**src/rtl/mem_port_arbiter_if.sv**
```systemverilog
// Signal bundle between the shared-memory-port arbiter and its two requesters.
// The slave modport is the arbiter's view; the master modport is the requesters' view.
interface mem_port_arbiter_if;
  logic req_a;
  logic req_b;
  logic we_b;
  logic sel;
  logic mem_en;
  logic mem_we;
  logic ack_a;
  logic ack_b;
  logic busy;
  logic stall_a;
  logic stall_b;

  modport slave (
    input  req_a, req_b, we_b,
    output sel, mem_en, mem_we, ack_a, ack_b, busy, stall_a, stall_b
  );

  modport master (
    output req_a, req_b, we_b,
    input  sel, mem_en, mem_we, ack_a, ack_b, busy, stall_a, stall_b
  );
endinterface

```
**src/rtl/mem_port_arbiter.sv**
```systemverilog
// Arbitrates one memory port between instruction fetch (A) and data access (B).
// Define ARB_RR_EN for round-robin arbitration; default is fixed priority B over A.
module mem_port_arbiter #(
  parameter int unsigned LATENCY = 2
) (
  input  logic                Clk,
  input  logic                Reset_n,
  mem_port_arbiter_if.slave   bus
);

  typedef enum logic [1:0] {ST_IDLE, ST_BUSY, ST_DONE} state_e;
  typedef enum logic {GRANT_A = 1'b0, GRANT_B = 1'b1} grant_e;

  localparam logic [3:0] CNT_LOAD = 4'(LATENCY - 1);

  state_e     state_q, state_d;
  logic [3:0] cnt_q, cnt_d;
  grant_e     last_grant_q, last_grant_d;
  grant_e     sel_q, sel_d;
  logic       mem_en_q, mem_en_d;
  logic       mem_we_q, mem_we_d;
  logic       ack_a_q, ack_a_d;
  logic       ack_b_q, ack_b_d;
  logic       busy_q, busy_d;

  logic       elig_a, elig_b, grant;
  grant_e     winner;

  // In DONE, sel_q still names the requester just served; it sits out this round.
  assign elig_a = bus.req_a & ~((state_q == ST_DONE) && (sel_q == GRANT_A));
  assign elig_b = bus.req_b & ~((state_q == ST_DONE) && (sel_q == GRANT_B));

  always_comb begin
`ifdef ARB_RR_EN
    if (elig_a && elig_b)
      winner = (last_grant_q == GRANT_A) ? GRANT_B : GRANT_A;
    else
      winner = elig_b ? GRANT_B : GRANT_A;
`else
    winner = elig_b ? GRANT_B : GRANT_A;
`endif
  end

  always_comb begin
    // NOTE: every next-state signal gets a default first so no path can infer a latch.
    state_d      = state_q;
    cnt_d        = cnt_q;
    last_grant_d = last_grant_q;
    sel_d        = sel_q;
    busy_d       = busy_q;
    mem_en_d     = 1'b0;
    mem_we_d     = 1'b0;
    ack_a_d      = 1'b0;
    ack_b_d      = 1'b0;
    grant        = 1'b0;

    unique case (state_q)
      ST_IDLE: grant = elig_a | elig_b;
      ST_BUSY: begin
        if (cnt_q == 4'd0) begin
          state_d = ST_DONE;
          ack_a_d = (sel_q == GRANT_A);
          ack_b_d = (sel_q == GRANT_B);
        end else begin
          cnt_d = cnt_q - 4'd1;
        end
      end
      ST_DONE: begin
        grant = elig_a | elig_b;
        if (!grant) begin
          state_d = ST_IDLE;
          busy_d  = 1'b0;
        end
      end
      default: state_d = ST_IDLE;
    endcase

    if (grant) begin
      state_d      = ST_BUSY;
      sel_d        = winner;
      mem_en_d     = 1'b1;
      mem_we_d     = (winner == GRANT_B) & bus.we_b;
      busy_d       = 1'b1;
      cnt_d        = CNT_LOAD;
      last_grant_d = winner;
    end
  end

  // NOTE: reset is synchronous, so it lives inside the clocked block with non-blocking updates.
  always_ff @(posedge Clk) begin
    if (!Reset_n) begin
      state_q      <= ST_IDLE;
      cnt_q        <= 4'd0;
      last_grant_q <= GRANT_B;
      sel_q        <= GRANT_A;
      mem_en_q     <= 1'b0;
      mem_we_q     <= 1'b0;
      ack_a_q      <= 1'b0;
      ack_b_q      <= 1'b0;
      busy_q       <= 1'b0;
    end else begin
      state_q      <= state_d;
      cnt_q        <= cnt_d;
      last_grant_q <= last_grant_d;
      sel_q        <= sel_d;
      mem_en_q     <= mem_en_d;
      mem_we_q     <= mem_we_d;
      ack_a_q      <= ack_a_d;
      ack_b_q      <= ack_b_d;
      busy_q       <= busy_d;
    end
  end

  assign bus.sel     = sel_q;
  assign bus.mem_en  = mem_en_q;
  assign bus.mem_we  = mem_we_q;
  assign bus.ack_a   = ack_a_q;
  assign bus.ack_b   = ack_b_q;
  assign bus.busy    = busy_q;
  assign bus.stall_a = bus.req_a & ~ack_a_q;
  assign bus.stall_b = bus.req_b & ~ack_b_q;

endmodule

```
**src/flat_wrapper.sv**
```systemverilog
// flat-port wrapper written by rule: the top's interface ports become plain ports
module mem_port_arbiter_flat 
#(
  parameter int unsigned LATENCY = 2
)
  (Clk, Reset_n, bus_req_a, bus_req_b, bus_we_b, bus_sel, bus_mem_en, bus_mem_we, bus_ack_a, bus_ack_b, bus_busy, bus_stall_a, bus_stall_b);
  mem_port_arbiter_if bus_i ();
  input  logic Clk;
  input  logic Reset_n;
  input wire logic [$bits(bus_i.req_a)-1:0] bus_req_a;
  input wire logic [$bits(bus_i.req_b)-1:0] bus_req_b;
  input wire logic [$bits(bus_i.we_b)-1:0] bus_we_b;
  output wire logic [$bits(bus_i.sel)-1:0] bus_sel;
  output wire logic [$bits(bus_i.mem_en)-1:0] bus_mem_en;
  output wire logic [$bits(bus_i.mem_we)-1:0] bus_mem_we;
  output wire logic [$bits(bus_i.ack_a)-1:0] bus_ack_a;
  output wire logic [$bits(bus_i.ack_b)-1:0] bus_ack_b;
  output wire logic [$bits(bus_i.busy)-1:0] bus_busy;
  output wire logic [$bits(bus_i.stall_a)-1:0] bus_stall_a;
  output wire logic [$bits(bus_i.stall_b)-1:0] bus_stall_b;
  assign bus_i.req_a = bus_req_a;
  assign bus_i.req_b = bus_req_b;
  assign bus_i.we_b = bus_we_b;
  assign bus_sel = bus_i.sel;
  assign bus_mem_en = bus_i.mem_en;
  assign bus_mem_we = bus_i.mem_we;
  assign bus_ack_a = bus_i.ack_a;
  assign bus_ack_b = bus_i.ack_b;
  assign bus_busy = bus_i.busy;
  assign bus_stall_a = bus_i.stall_a;
  assign bus_stall_b = bus_i.stall_b;
  mem_port_arbiter #(.LATENCY(LATENCY)) u_core (.Clk(Clk), .Reset_n(Reset_n), .bus(bus_i));
endmodule
```
**config.mk**
```make
export PLATFORM = sky130hd
export DESIGN_NAME = mem_port_arbiter_flat
export DESIGN_NICKNAME = d
export VERILOG_FILES = /design/src/rtl/mem_port_arbiter_if.sv /design/src/rtl/mem_port_arbiter.sv /design/src/flat_wrapper.sv
export SDC_FILE = /design/constraint.sdc
export NUM_CORES = 1
export LEC_CHECK = 0
export CORE_AREA = 5 5 42 44
export DETAILED_ROUTE_END_ITERATION = 8
export DIE_AREA = 0 0 47 49
export PLACE_DENSITY = 0.67
export RECOVER_POWER = 100
export REMOVE_ABC_BUFFERS = 1
export SLEW_MARGIN = 5
export SYNTH_ARGS = -nofsm -noshare
export SYNTH_HDL_FRONTEND = slang
export SYNTH_SLANG_ARGS = --single-unit
```
**constraint.sdc**
```tcl
create_clock -name Clk -period 2.7 [get_ports Clk]
set_clock_uncertainty 0.2 [all_clocks]
set_input_delay 0.54 -clock Clk [delete_from_list [all_inputs] [get_ports Clk]]
set_output_delay 0.54 -clock Clk [all_outputs]
set_load 0.02 [all_outputs]
```
==> results.txt, run 1 <==
status = finished clean
Hold EP = u_core.bus.busy
first-pass GRT wire length = 1.794 mm
highest routed layer = met4
met3 wire length = 80 um
1st-iter DRT viols = 12
Hold Vio Cnt, Final = 0
Initial Utilization = 0.3777
startpoint types = primary input
post-synth cell types = 24
Non-Filler Instances = 88
fin. max-slew vios = 0
worst-path fanout max = 2
Num CTS Buffers = 3
HPWL after DPL = 769.9 um
GRT Util Overall = 0.1083
R2R depth = 4
largest net degree at the start of global routing = 8
area growth from synthesis to layout = 30.26%
placed cell area = 684.4 um2
CP bufs+invs = 2
max incr delay on CP = 610 ps
worst r2r src = u_core.bus.sel
slack of the worst reg-to-reg path = 1160 ps
Hold Crit Class = reg2reg
WL final = 1.003 mm
ys flop type = dfxtp_1
Lkg Pwr = 0.0002958 uW
Arr. time, crit path = 1830 ps
post-synth top area share = 0.4539
Sink Count = 12
Slowest-stage cell, CP = clkdlybuf4s50_1
f_max = 389.8 MHz
vias in the first global route = 433
Routed wire per std cell = 11.40 um
Setup TNS = 0 ps
ratio of cells with drive above 1 in the final layout = 0.09722
post-synth top area cell = dfxtp_1
commonest non-fill, non-tap cell in the layout = dfxtp_1
clock tree from TritonCTS = done
Met2 Routed Length = 446 um
Crit. End Element = output pin
total power = 462.6 uW
clk buf depth = 2
IO Port Bufs = 12
die width = 47 um
setup repair bufs after CTS = 0
post-route ant nets = 0
Reg clk slew, reported paths = 70 ps
max_cap viols = 0
Critical Setup Path Class = in2out
delay-heaviest family, CP = buffers and inverters
Final Cycle Share = 0.9501
Core Rows = 14
Mapped Cells = 55
vias per cell = 4.955
PwrDens = 671.1 nW/um2
Mapped Area = 529.3 um2
CTS root buffer = clkbuf_4
DIE AREA = 2303 um2
Area contributors post-synth = dfxtp_1 45%, nor2_1 6.4%, mux2i_1 3.8%
placed cell count = 85
GP Congestion = 0.7276
worst skew pair latency = 270 ps
post-layout util = 0.4920
Core Box Area = 1401 um2
hold depth = 2
DRC violation count after routing = 0
Worst-Margin Slew = 501.4 ps
Avg Cell Area, Syn = 9.623 um2
Max VDD drop = 0.2449 mV
sequential-to-total area share from yosys stat = 0.4539
initial antenna violation count = 0
Worst EP required = 1960 ps
RSZ-0062 raised after global routing = false
final instance area = 689.4 um2
min Tclk post-route = 2565 ps
gr ovfl total = 0
M1 WL = 430 um
Post-CTS Resized = 0
DR pass1 iterations = 4
total number of vias = 436
commonest cells after routing, fill and taps aside = 12 x dfxtp_1, 9 x nor2_1, 9 x dlygate4sd3_1
worst setup path startpoint = bus_req_a
CTS hold repair buffers = 0
min-delay src = u_core.bus.busy
Final nets = 80
I/O pin count = 13
Die H = 49 um
#FFs+latches synth = 12
Final Setup Violations = 0
Rel. slew slack = 0.6629
Synthesis Warnings = 0
CP Cell Sequence = dlygate4sd3_1 > nor2b_1 > clkdlybuf4s50_1
fraction of registers with async set/reset = 0
RR Endpoint = u_core.cnt_q[2]
Diodes inserted = 0
H-tree level count = 1
number of flops mapped to enable cells by yosys = 0
[kinds of logic after synthesis]
family          after synthesis  synth area share
compound gates               10            0.1749
xor+xnor                      1           0.01655
fa+ha+maj                     1           0.02364
buf+inv                       3           0.02128
flops                        12            0.4539
mux                           2           0.03783
simple gates                 26            0.2718
[worst max path at each step]
stage             endpoint  slack, ps  depth (start not counted)
2_1_floorplan  bus_stall_a       1090                          1
3_3_place_gp   bus_stall_b        210                          3
3_5_place_dp   bus_stall_a        200                          3
4_1_cts        bus_stall_a        190                          3
5_1_grt        bus_stall_a         90                          3
6_report       bus_stall_a        130                          3
[cell usage after synthesis, drive strengths merged, types with 2 or more instances]
cell type  count
nand2b         3
a21o           2
dfxtp         12
nor2           9
nand2          4
nor2b          2
and2           2
mux2i          2
and2b          2
inv            3
[through the flow]
| stage | hold slack (ps) | worst slack, ps |
|---|---|---|
| floorplan | 274.1 | 1093 |
| global placement | 311.7 | 209.9 |
| detailed placement | 322.0 | 202.0 |
| CTS | 337.8 | 194.3 |
| global route | 389.3 | 92.97 |
| finish | 331.0 | 134.8 |
[metal layers]
metal / track usage / vias to the layer above
met4: 0.09677 / 0
met1: 0.1272 / 191
li1: - / 224
met5: 0 / -
met3: 0.02214 / 5
met2: 0.1561 / 16
[cell type report]
| type | instances | area (um2) |
|---|---|---|
| Inverter | 3 | 11.26 |
| Timing Repair Buffer | 14 | 131.4 |
| Multi-Input combinational cell | 40 | 264.0 |
| Tap cell | 16 | 20.02 |
| Fill cell | 143 | 711.9 |
| Clock buffer | 3 | 22.52 |
| Sequential cell | 12 | 240.2 |
[sequential cells by signal (all words and copies together) (netlist names)]
name	count
u_core.bus.mem_en	1
u_core.bus.mem_we	1
u_core.bus.sel	1
u_core.bus.ack_b	1
u_core.state_q	2
u_core.bus.ack_a	1
u_core.cnt_q	4
u_core.bus.busy	1
[worst min-delay path, stage by stage (launching register included)]
cell	delay, ps
dfxtp_1	310
o21ai_1	130
a31oi_1	50
[where the power goes]
group / internal, uW / leakage (uW) / switching, uW
logic: 67.7 / 0.000183 / 70.7
clock network: 51.7 / 0.0000138 / 57.6
registers: 198 / 0.0000986 / 16.7
total: 318 / 0.000296 / 145
No activity file was read; power rests on OpenSTA's default activity.
==> run 2: changes to the inputs <==
--- a/config.mk
+++ b/config.mk
@@ -9,7 +9,7 @@
 export DETAILED_ROUTE_END_ITERATION = 8
 export DIE_AREA = 0 0 47 49
 export PLACE_DENSITY = 0.67
-export RECOVER_POWER = 100
+export RECOVER_POWER = 25
 export REMOVE_ABC_BUFFERS = 1
 export SLEW_MARGIN = 5
 export SYNTH_ARGS = -nofsm -noshare
==> run 2 against run 1 <==
  * Register-to-register slack better by 30 ps
  * Power is 1.4% higher
  * Final cell count stayed put
  * Critical path depth stayed put
  * Fmax is 3.0% higher
  * Global-route usage stayed put
  * Sequential cell count stayed put
  * Utilization is 0.98 points higher
  * Die area stayed put
  * Worst hold slack better by 3.6 ps
  * Sequential share of layout area is 0.68 points lower
  * First-iteration DRC count is 58% lower
  * Critical path type unchanged
==> results.txt, run 2 (same netlist as run 1, synthesis figures left out) <==
die width = 47 um (unchanged)
worst setup margin = 210.5 ps (was 134.8 ps)
Worst-Margin Slew = 352.7 ps (was 501.4 ps)
top flop regs = u_core.cnt_q x4, u_core.state_q x2 (unchanged)
largest register by flop count = u_core.cnt_q (unchanged)
Post-CTS Resized = 0 (unchanged)
Initial Utilization = 0.3777 (unchanged)
PwrDens = 667.1 nW/um2 (was 671.1 nW/um2)
Final nets = 80 (unchanged)
1st-iter DRT viols = 5 (was 12)
GP Congestion = 0.7276 (unchanged)
IO Port Bufs = 12 (unchanged)
worst skew pair latency = 270 ps (about the same)
WL final = 999 um (was 1.003 mm)
Worst EP required = 1960 ps (about the same)
largest net degree at the start of global routing = 8 (unchanged)
clk buf depth = 2 (unchanged)
Routed wire per std cell = 11.35 um (was 11.40 um)
Core Box Area = 1401 um2 (unchanged)
gr ovfl total = 0 (unchanged)
Max VDD drop = 0.2446 mV (was 0.2449 mV)
DRC violation count after routing = 0 (unchanged)
GRT Util Overall = 0.1083 (unchanged)
f_max = 401.7 MHz (was 389.8 MHz)
Num CTS Buffers = 3 (unchanged)
Hold Crit Class = reg2reg (unchanged)
startpoint types = primary input (unchanged)
min Tclk post-route = 2489 ps (was 2565 ps)
DIE AREA = 2303 um2 (unchanged)
Rel. slew slack = 0.7634 (was 0.6629)
WHS = 334.6 ps (was 331.0 ps)
Setup TNS = 0 ps (unchanged)
I/O pin count = 13 (unchanged)
fin. max-slew vios = 0 (unchanged)
ratio of cells with drive above 1 in the final layout = 0.1389 (was 0.09722)
max_cap viols = 0 (unchanged)
DR pass1 iterations = 4 (unchanged)
Hold Vio Cnt, Final = 0 (unchanged)
post-layout util = 0.5018 (was 0.4920)
post-route ant nets = 0 (unchanged)
min-delay src = u_core.bus.busy (unchanged)
Crit. End Element = output pin (unchanged)
dpl ws = 202.0 ps (unchanged)
RSZ-0062 raised after global routing = false (unchanged)
H-tree level count = 1 (unchanged)
Diodes inserted = 0 (unchanged)
worst r2r src = u_core.cnt_q[0] (was u_core.bus.sel)
HPWL after DPL = 769.9 um (unchanged)
commonest non-fill, non-tap cell in the layout = dfxtp_1 (unchanged)
initial antenna violation count = 0 (unchanged)
Sink Count = 12 (unchanged)
worst setup path startpoint = bus_req_a (unchanged)
first-pass GRT wire length = 1.794 mm (unchanged)
total power = 469.1 uW (was 462.6 uW)
Reg clk slew, reported paths = 70 ps (about the same)
vias per cell = 4.943 (was 4.955)
area growth from synthesis to layout = 32.86% (was 30.26%)
Critical Setup Path Class = in2out (unchanged)
clock tree from TritonCTS = done (unchanged)
Die H = 49 um (unchanged)
Lkg Pwr = 0.0002806 uW (was 0.0002958 uW)
commonest cells after routing, fill and taps aside = 12 x dfxtp_1, 11 x clkdlybuf4s50_1, 9 x nor2_1 (was 12 x dfxtp_1, 9 x nor2_1, 9 x dlygate4sd3_1)
total number of vias = 435 (was 436)
vias in the first global route = 433 (unchanged)
Core Rows = 14 (unchanged)
CTS hold repair buffers = 0 (unchanged)
status = finished clean (unchanged)
CTS root buffer = clkbuf_4 (unchanged)
Final Cycle Share = 0.9220 (was 0.9501)
setup repair bufs after CTS = 0 (unchanged)
worst-path fanout max = 2 (unchanged)
Arr. time, crit path = 1750 ps (was 1830 ps)
max FFs per register = 4 (unchanged)
Final Setup Violations = 0 (unchanged)
## run 2: worst max-delay path, cell delays in order
cell and delay (ps):
clkdlybuf4s50_1 470, nor2b_1 130, clkdlybuf4s50_1 610
## run 2: worst paths after layout
path	endpoint	slack (ps)	depth (start not counted)
setup reg to reg	u_core.cnt_q[0]	1190	6
hold reg to reg	u_core.bus.busy	330	2
setup / recovery	bus_stall_a	210	3
hold / removal	u_core.bus.busy	330	2
## run 2: where the power goes
| part | switching (uW) | internal (uW) | leakage [uW] |
|---|---|---|---|
| Combinational | 72.6 | 73.2 | 0.000168 |
| Sequential | 17.7 | 198 | 0.0000986 |
| Clock | 55.7 | 51.6 | 0.0000138 |
## run 2: final cells by class
type	count	area (um2)
multi-input combinational	40	277.8
timing repair buffer	14	131.4
sequential	12	240.2
fill	140	698.2
inverter	3	11.26
tap	16	20.02
clock buffer	3	22.52
## run 2: metrics by stage
stage          instance area, um2  cells
3_3_place_gp                684.4     85
4_1_cts                     706.9     88
3_5_place_dp                684.4     85
6_report                    703.2     88
5_1_grt                     703.2     88
2_1_floorplan               529.3     55
## run 2: layer usage
metal | GRT usage | routed length (um) | vias to the layer above
met1 | 0.1272 | 437 | 194
met2 | 0.1561 | 458 | 13
met4 | 0.09677 | 31 | 0
met5 | 0 | 0 | -
met3 | 0.02214 | 71 | 4
li1 | - | - | 224
==> run 3: changes to the inputs <==
--- a/config.mk
+++ b/config.mk
@@ -5,10 +5,11 @@
 export SDC_FILE = /design/constraint.sdc
 export NUM_CORES = 1
 export LEC_CHECK = 0
-export CORE_AREA = 5 5 42 44
+export CORE_MARGIN = 5
+export CORE_UTILIZATION = 40
 export DETAILED_ROUTE_END_ITERATION = 8
-export DIE_AREA = 0 0 47 49
-export PLACE_DENSITY = 0.67
+export MAX_ROUTING_LAYER = met4
+export PLACE_DENSITY = 0.7
 export RECOVER_POWER = 25
 export REMOVE_ABC_BUFFERS = 1
 export SLEW_MARGIN = 5
==> constraint.sdc (replaced) <==
create_clock -name Clk -period 2.09 [get_ports Clk]
set_clock_uncertainty 0.2 [all_clocks]
set_input_delay 0.418 -clock Clk [delete_from_list [all_inputs] [get_ports Clk]]
set_output_delay 0.418 -clock Clk [all_outputs]
set_load 0.02 [all_outputs]
==> run 3 against run 2 <==
  * Power rose by 28%
  * Register-to-register slack got worse by 610 ps
  * Clock power rose by 27%
  * Die area fell by 6.6%
  * Combinational power rose by 26%
  * Sequential share of layout area rose by 0.43 points
  * Setup slack got worse by 93 ps
  * Routed wire length fell by 6.9%
  * First-iteration DRC count fell by 60%
==> results.txt, run 3 (same netlist as run 1, synthesis figures left out) <==
status = finished clean (unchanged)
sequential power share = 0.465 (was 0.460)
critical path depth in cells = 1 (was 3)
Reg clk slew, reported paths = 70 ps (about the same)
Die H = 46.38 um (was 49 um)
clk buf depth = 2 (unchanged)
Num CTS Buffers = 3 (unchanged)
total number of vias = 427 (was 435)
PwrDens = 862.5 nW/um2 (was 667.1 nW/um2)
Crit. End Element = output pin (unchanged)
vias per cell = 4.908 (was 4.943)
H-tree level count = 1 (unchanged)
post-route ant nets = 0 (unchanged)
Slowest-stage cell, CP = clkdlybuf4s50_1 (unchanged)
min Tclk post-route = 1973 ps
RR Endpoint = u_core.cnt_q[0] (unchanged)
Final Cycle Share = 0.9438
area growth from synthesis to layout = 31.21% (was 32.86%)
HPWL after DPL = 733.3 um (was 769.9 um)
DRC violation count after routing = 0 (unchanged)
Hold Crit Class = reg2reg (unchanged)
top flop regs = u_core.cnt_q x4, u_core.state_q x2 (unchanged)
startpoint types = register (was primary input)
final instance area = 694.4 um2 (was 703.2 um2)
worst setup margin = 117.4 ps (was 210.5 ps)
clock network fraction of total power = 0.227 (was 0.229)
Net Switching = 184.5 uW (was 146.0 uW)
first-pass GRT wire length = 1.635 mm (was 1.794 mm)
WL final = 930 um (was 999 um)
CP bufs+invs = 1 (was 2)
clock tree from TritonCTS = done (unchanged)
Final Setup Violations = 0 (unchanged)
Core Box Area = 1269 um2 (was 1401 um2)
CTS root buffer = clkbuf_4 (unchanged)
Worst-Margin Slew = 339.6 ps (was 352.7 ps)
Sink Count = 12 (unchanged)
Routed wire per std cell = 10.69 um (was 11.35 um)
worst skew pair latency = 270 ps (about the same)
fin. max-slew vios = 0 (unchanged)
worst r2r src = u_core.cnt_q[0] (unchanged)
GRT Util Overall = 0.1121 (was 0.1083)
Switching Share = 0.3080 (was 0.3113)
largest register by flop count = u_core.cnt_q (unchanged)
commonest cells after routing, fill and taps aside = 12 x dfxtp_1, 9 x nor2_1, 9 x clkdlybuf4s50_1 (was 12 x dfxtp_1, 11 x clkdlybuf4s50_1, 9 x nor2_1)
I/O pin count = 13 (unchanged)
initial antenna violation count = 0 (unchanged)
vias in the first global route = 399 (was 433)
internal power = 414.5 uW (was 323.1 uW)
Critical Setup Path Class = reg2out (was in2out)
die width = 46.38 um (was 47 um)
f_max = 506.9 MHz
Arr. time, crit path = 1350 ps (was 1750 ps)
GP Congestion = 0.7695 (was 0.7276)
Setup TNS = 0 ps (unchanged)
number of fill cells in the layout = 122 (was 140)
DR pass1 iterations = 2 (was 4)
DIE AREA = 2151 um2 (was 2303 um2)
combinational power share = 0.308 (was 0.311)
Lkg Pwr = 0.0002836 uW (was 0.0002806 uW)
placed cell area = 683.2 um2 (was 684.4 um2)
Initial Utilization = 0.4172 (was 0.3777)
IO Port Bufs = 12 (unchanged)
1st-iter DRT viols = 2 (was 5)
worst setup path startpoint = u_core.bus.sel (was bus_req_a)
worst-path fanout max = 7 (was 2)
max_cap viols = 0 (unchanged)
Hold Vio Cnt, Final = 0 (unchanged)
ratio of cells with drive above 1 in the final layout = 0.1250 (was 0.1389)
worst setup path end = bus_sel (was bus_stall_a)
Final nets = 80 (unchanged)
dpl ws = -166.9 ps (was 202.0 ps)
slack of the worst reg-to-reg path = 580 ps (was 1190 ps)
setup repair bufs after CTS = 0 (unchanged)
Max VDD drop = 0.5000 mV (was 0.2446 mV)
delay-heaviest family, CP = buffers and inverters (unchanged)
max FFs per register = 4 (unchanged)
gr ovfl total = 0 (unchanged)
RSZ-0062 raised after global routing = false (unchanged)
R2R depth = 6 (unchanged)
total power = 598.9 uW (was 469.1 uW)
Diodes inserted = 0 (unchanged)
largest net degree at the start of global routing = 8 (unchanged)
Core Rows = 13 (was 14)
WHS = 319.5 ps (was 334.6 ps)
CP Cell Sequence = clkdlybuf4s50_1 (was clkdlybuf4s50_1 > nor2b_1 > clkdlybuf4s50_1)
commonest non-fill, non-tap cell in the layout = dfxtp_1 (unchanged)
Worst EP required = 1470 ps (was 1960 ps)
max incr delay on CP = 650 ps (was 610 ps)
Rel. slew slack = 0.7723 (was 0.7634)
[run 3: changes by cell type in the layout (fill, tap and decap cells not counted), sizes merged]
cell / delta
clkdlybuf4s50: -2
dlygate4sd2: +2
[run 3: area by class of cell]
type | count | area [um2] | share of cell area
Tap cell | 15 | 18.77 | 0.02703
Timing Repair Buffer | 14 | 128.9 | 0.1856
Multi-Input combinational cell | 40 | 272.8 | 0.3928
Sequential cell | 12 | 240.2 | 0.3459
Inverter | 3 | 11.26 | 0.01622
Clock buffer | 3 | 22.52 | 0.03243
[run 3: routing by layer]
layer  global-route usage  part of all wire
met1               0.1338              0.47
met2               0.1593              0.41
met3              0.03906             0.092
met4              0.06818             0.025
met5                    -                 0
[run 3: how the worst min path moves through the flow]
| stage | cells after the start | endpoint | start | slack (ps) |
|---|---|---|---|---|
| 2_1_floorplan | 1 | u_core.bus.busy | u_core.state_q[1] | 270 |
| 3_3_place_gp | 1 | u_core.bus.busy | u_core.state_q[1] | 310 |
| 3_5_place_dp | 1 | u_core.bus.busy | u_core.state_q[1] | 310 |
| 4_1_cts | 1 | u_core.bus.busy | u_core.state_q[1] | 320 |
| 5_1_grt | 1 | u_core.bus.busy | u_core.state_q[1] | 370 |
| 6_report | 2 | u_core.bus.busy | u_core.bus.busy | 320 |
[run 3: repair_timing]
action	4_1_cts	5_1_grt
resized for setup	2	0
endpoints found under the setup margin	2	0
hold buffers	0	0
[run 3: power groups by stage]
stage          registers, uW  clock network (uW)  logic, uW
2_1_floorplan            295                   0        117
6_report                 279                 136        184
5_1_grt                  283                 151        205
3_3_place_gp             284                   0        188
4_1_cts                  279                 140        190
3_5_place_dp             284                   0        191
[run 3: per-stage QoR]
step / utilization / std cells
detailed placement: 0.5385 / 84
finish: 0.5473 / 87
CTS: 0.5542 / 87
global placement: 0.5385 / 84
floorplan: - / 55
global route: 0.5473 / 87
